### config.mk
export PLATFORM = sky130hd
export DESIGN_NAME = coef_ram_writer
export DESIGN_NICKNAME = d
export VERILOG_FILES = /design/src/rtl/coef_ram_writer.sv
export SDC_FILE = /design/constraint.sdc
export NUM_CORES = 2
export LEC_CHECK = 0
export CAP_MARGIN = 20
export CORE_MARGIN = 1.5
export CORE_UTILIZATION = 40
export CTS_BUF_LIST = sky130_fd_sc_hd__clkbuf_16
export DETAILED_ROUTE_END_ITERATION = 8
export HOLD_SLACK_MARGIN = 0.08
export MAX_ROUTING_LAYER = met4
export PLACE_DENSITY = 0.52
export SLEW_MARGIN = 40
export SYNTH_ARGS = -nofsm -noshare
export SYNTH_HDL_FRONTEND = slang
export SYNTH_SLANG_ARGS = --single-unit
### constraint.sdc
create_clock -name clk -period 5.7 [get_ports clk]
set_clock_uncertainty 0.05 [all_clocks]
set_input_delay 1.14 -clock clk [delete_from_list [all_inputs] [get_ports clk]]
set_output_delay 1.14 -clock clk [all_outputs]
set_load 0.01 [all_outputs]
### src/rtl/coef_ram_writer.sv
// -----------------------------------------------------------------------------
// coef_ram_writer
//
// Loads a coefficient table of N_ADDR words from a streaming source into
// on-chip RAM. It offers the same registered read port as the coefficient
// ROMs, so the datapath can use it in their place for runtime-reloadable
// weights. A load FSM generates the write address and checks the frame
// length. It flags short frames (din_last arrives early) and overlong frames
// (more than N_ADDR words).
//
// Optional feature macro: DOUBLE_BUFFER_EN
//   defined   : two RAM banks. Reads use bank_sel and loads write the other
//               bank. bank_sel flips when a load completes cleanly.
//   undefined : a single bank. bank_sel is tied to 0, and reads during a load
//               can return a mix of old and new words.
//
// Ports:
//   clk         system clock
//   rst         synchronous reset, active-high (control and wout only; RAM kept)
//   load_start  one-cycle pulse; begins or restarts a table load
//   din         coefficient word
//   din_valid   din is valid this cycle (no backpressure)
//   din_last    final word of a frame, qualified by din_valid
//   ren         read enable
//   radd        read address
//   wout        registered read data, 1-cycle latency, read-first on collision
//   busy        high while in LOAD or FLUSH
//   done        one-cycle pulse after a full, correct table has been written
//   err         sticky frame error; cleared by load_start or rst
//   wr_count    words written in the current or last load (saturates at N_ADDR)
//   bank_sel    active read bank
// -----------------------------------------------------------------------------
module coef_ram_writer #(
    parameter int N_ADDR     = 256,
    parameter int DATA_WIDTH = 16
) (
    input  logic                        clk,
    input  logic                        rst,
    input  logic                        load_start,
    input  logic [DATA_WIDTH-1:0]       din,
    input  logic                        din_valid,
    input  logic                        din_last,
    input  logic                        ren,
    input  logic [$clog2(N_ADDR)-1:0]   radd,
    output logic [DATA_WIDTH-1:0]       wout,
    output logic                        busy,
    output logic                        done,
    output logic                        err,
    output logic [$clog2(N_ADDR):0]     wr_count,
    output logic                        bank_sel
);

    localparam int AW = $clog2(N_ADDR);
    localparam int CW = AW + 1;

`ifdef DOUBLE_BUFFER_EN
    localparam int BANKS = 2;
`else
    localparam int BANKS = 1;
`endif

    typedef enum logic [1:0] {
        IDLE  = 2'd0,
        LOAD  = 2'd1,
        FLUSH = 2'd2
    } state_t;

    state_t                 state, state_nxt;
    logic [AW-1:0]          waddr, waddr_nxt;
    logic                   full, full_nxt;
    logic [CW-1:0]          cnt_nxt;
    logic                   err_nxt;
    logic                   done_nxt;
    logic                   we;
    logic [AW-1:0]          wa;

    // Working copies of the load context. A restart zeroes them before the
    // word that arrives in the same cycle is processed, so that word lands at
    // address 0 of the new load.
    logic [AW-1:0]          lw_addr;
    logic                   lw_full;
    logic [CW-1:0]          lw_cnt;
    logic                   in_load;

    logic [DATA_WIDTH-1:0]  mem [BANKS*N_ADDR];

    function automatic logic [CW-1:0] sat_inc(input logic [CW-1:0] v);
        if (v >= CW'(N_ADDR))
            return CW'(N_ADDR);
        else
            return v + 1'b1;
    endfunction

    // ---- next-state / datapath control ----
    always_comb begin
        state_nxt = state;
        waddr_nxt = waddr;
        full_nxt  = full;
        cnt_nxt   = wr_count;
        err_nxt   = err;
        done_nxt  = 1'b0;
        we        = 1'b0;
        wa        = waddr;
        lw_addr   = waddr;
        lw_full   = full;
        lw_cnt    = wr_count;
        in_load   = 1'b0;

        case (state)
            IDLE: begin
                if (load_start) begin
                    state_nxt = LOAD;
                    waddr_nxt = '0;
                    full_nxt  = 1'b0;
                    cnt_nxt   = '0;
                    err_nxt   = 1'b0;
                end
            end
            LOAD, FLUSH: begin
                if (load_start) begin
                    state_nxt = LOAD;
                    waddr_nxt = '0;
                    full_nxt  = 1'b0;
                    cnt_nxt   = '0;
                    err_nxt   = 1'b0;
                    lw_addr   = '0;
                    lw_full   = 1'b0;
                    lw_cnt    = '0;
                    in_load   = 1'b1;
                end else if (state == LOAD) begin
                    in_load = 1'b1;
                end else if (din_valid && din_last) begin
                    state_nxt = IDLE;
                end
            end
            default: state_nxt = IDLE;
        endcase

        if (in_load && din_valid) begin
            if (lw_full) begin
                // Overlong frame: drop the word and drain to din_last.
                err_nxt   = 1'b1;
                state_nxt = din_last ? IDLE : FLUSH;
            end else begin
                we        = 1'b1;
                wa        = lw_addr;
                waddr_nxt = lw_addr + 1'b1;
                cnt_nxt   = sat_inc(lw_cnt);
                if (lw_addr == AW'(N_ADDR - 1)) begin
                    if (din_last) begin
                        done_nxt  = 1'b1;
                        state_nxt = IDLE;
                    end else begin
                        full_nxt  = 1'b1;
                    end
                end else if (din_last) begin
                    err_nxt   = 1'b1;
                    state_nxt = IDLE;
                end
            end
        end
    end

    // ---- control registers ----
    always_ff @(posedge clk) begin
        if (rst) begin
            state    <= IDLE;
            waddr    <= '0;
            full     <= 1'b0;
            wr_count <= '0;
            err      <= 1'b0;
            done     <= 1'b0;
        end else begin
            state    <= state_nxt;
            waddr    <= waddr_nxt;
            full     <= full_nxt;
            wr_count <= cnt_nxt;
            err      <= err_nxt;
            done     <= done_nxt;
        end
    end

    assign busy = (state != IDLE);

`ifdef DOUBLE_BUFFER_EN
    logic [AW:0] wr_idx, rd_idx;
    assign wr_idx = {~bank_sel, wa};
    assign rd_idx = {bank_sel, radd};

    // Flip on the same edge that raises done, so reads issued from the
    // done cycle onward see the new table.
    always_ff @(posedge clk) begin
        if (rst)
            bank_sel <= 1'b0;
        else if (done_nxt)
            bank_sel <= ~bank_sel;
    end
`else
    logic [AW-1:0] wr_idx, rd_idx;
    assign wr_idx   = wa;
    assign rd_idx   = radd;
    assign bank_sel = 1'b0;
`endif

    // ---- RAM write (contents survive reset) ----
    always_ff @(posedge clk) begin
        if (we && !rst)
            mem[wr_idx] <= din;
    end

    // ---- registered read port, read-first ----
    always_ff @(posedge clk) begin
        if (rst)
            wout <= '0;
        else if (ren)
            wout <= mem[rd_idx];
    end

endmodule

==> metrics <==
status=finished clean; DR WL met2=230000 µm; Reg2Reg Setup Slack=roughly 1700 ps; final setup vio count=0; CTS tree=done; EDFF count, synth=4096; CTS root buffer=clkbuf_16; Slew headroom=0.352; Sink Count=4134; Final #Nets=8439; Post-CTS Hold Buffers=0; Startpoint Class=input port; wire length on met1=207000 µm; Final ANT Viol Nets=0; hold slack=428 ps; Tmin final=4260 ps; final core utilization=0.462; Syn Nets=7759; Mean Syn Cell Area=~21 µm²; commonest cells after routing, fill and taps aside=edfxtp_1, mux2i_1, mux4_2, buf_4, clkbuf_16; Fmax=235 MHz; top cell type's share of synthesized area=0.764; DRT iter0 DRCs=approximately 11000; total vias in the final route=~83000; vias in the first global route=81900; routed length on met3=35100 µm; IO buf count=57; Die Footprint=a little over 400000 µm²; core area=400000 µm²; post-synthesis cell area=161000 µm²; number of H-tree levels=5; Cell Pwr Density=348 nW/µm²; share of layout cells above drive strength 1=0.247; sequential share of the synthesized area=0.769; most common cell after layout, fill and taps aside=edfxtp_1; WL per Instance=34.7 µm; clk buf depth=4; clock buffer count from CTS=436; P&R area growth vs syn=15.0%; num rows=about 230; Worst EP arrival=5060 ps; total track usage=0.244; antenna violations before repair=30; remaining global-route overflow=0; Ys Warns=0; post-synth cell types=79; total wire length=488000 µm; DP HPWL=312000 µm; post_cts resized=0; CP required=around 6500 ps; Top FF cell, synth=edfxtp_1; die height=about 640 µm; largest net degree at the start of global routing=approximately 130; Cell Count, Final, Fillers Out=14100; max-cap viol count=0; post-synth top area cell=edfxtp_1; FFs w/ async S/R, synth=0; Initial Util=0.402; worst-margin pin slew=967 ps; Via density=5.91; type of the most critical hold path=reg2reg; Final Slew Violations=0; Worst setup EP type=flip-flop; period utilisation layout=0.748; final hold viol count=0; Yosys reg bits=between 4000 and 5000; DR top layer=met4; clk_lat worst skew=1000 ps; GP Congestion=approximately 0.92; Horiz. Die Dim=637 µm; Post-CTS Setup Bufs=0; CP Max Fanout=53; drt pass-1 iters=6; RSZ-0062 raised after global routing=no; placed insts=13200; number of top-level pins=59; static leakage=59.7 nW; Setup CP Type=in2reg; Synth area leaders=edfxtp_1, mux4_2, mux2i_1; Worst VDD drop=0.286 mV; Syn Inst Count=7724; drt drc=0; Tot Pwr=~64 mW; clk slew on worst S/H paths=60 ps; first-pass GRT wire length=674000 µm
cells in the mapped netlist, types with 14 or more instances:
| cell type | count |
|---|---|
| a2111oi_0 | 53 |
| a211oi_1 | 65 |
| a21oi_1 | 135 |
| a221oi_1 | 30 |
| a22oi_1 | 61 |
| and2_1 | 16 |
| buf_1 | 14 |
| buf_12 | 34 |
| buf_2 | 107 |
| buf_4 | 59 |
| buf_6 | 76 |
| buf_8 | 28 |
| clkbuf_1 | 126 |
| clkbuf_8 | 18 |
| dfxtp_1 | 38 |
| edfxtp_1 | 4096 |
| mux2i_1 | 680 |
| mux4_1 | 70 |
| mux4_2 | 655 |
| nand2_1 | 212 |
| nand3_1 | 57 |
| nand4_1 | 31 |
| nor2_1 | 358 |
| nor3_1 | 42 |
| o21ai_0 | 118 |
| o221ai_1 | 119 |
| o22ai_1 | 225 |
| or3_1 | 19 |
layout make-up:
cell class | instances | area (µm²)
clock inverters | 370 | 2990
well taps | 5265 | 6590
fillers | 33400 | 215000
multi-input cells | 3115 | 34100
inverters | 7 | 36.3
clock buffers | 439 | 11000
repair buffers | 710 | 6540
flip-flops and latches | 4134 | 124000
diodes | 16 | 40.0
registers in the layout, indices dropped and copies added, names as in the netlist:
| name | cells |
|---|---|
| wout | 16 |
| waddr | 8 |
| full | 1 |
| mem | 4096 |
| state | 2 |
| err | 1 |
| done | 1 |
| wr_count | 9 |
power by group:
group / internal [mW] / total (mW) / switching [mW]
Combinational: 1.02 / 3.21 / 2.20
Clock: 15.6 / 27.7 / 12.1
Sequential: 33.4 / 33.5 / 0.0551
per-stage QoR:
step	cell area [µm²]	TNS [ps]	setup slack, ps
6_report	185000	0	1440
5_1_grt	185000	0	1430
4_1_cts	185000	0	1530
3_5_place_dp	171000	0	464
3_3_place_gp	170000	-3190	-812
2_1_floorplan	161000	0	1940
logic make-up (layout without fill, tap and decap cells):
logic type	after synthesis	count (layout)	synth area share
AO/OA/AOI/OAI	892	892	0.0387
buffers and inverters	475	1526	0.0237
AND/OR/NAND/NOR	803	803	0.0221
multiplexers	1414	1414	0.146
adder cells (fa/ha/maj)	5	5	0.000389
flip-flops	4134	4134	0.769
other	1	17	0.0000233
path summary, 6_finish.rpt:
kind | to | depth (start not counted) | startpoint
max reg2reg | mem[131][0]$_DFFE_PP_ | 8 | state[0]$_SDFF_PP0_
min | err$_SDFF_PP0_ | 2 | err$_SDFF_PP0_
min reg2reg | err$_SDFF_PP0_ | 2 | err$_SDFF_PP0_
max | wout[11]$_SDFFE_PP0P_ | 11 | radd[0]
routing by layer:
layer  vias to the layer above  global-route usage
met5                         -                   -
met4                         0              0.0719
met3                       678              0.0329
met2                      3552               0.376
met1                     45000               0.340
li1                      33800                   -
worst max-delay path: stages:
cell      delay (ps)
buf_16           360
buf_12           310
buf_4            350
buf_4            300
mux2i_1          220
o22ai_1           90
or3_1            500
a211oi_1         810
nor3_1           110
nand4b_1         390
o311ai_1         160
No activity file was read; power rests on OpenSTA's default activity.
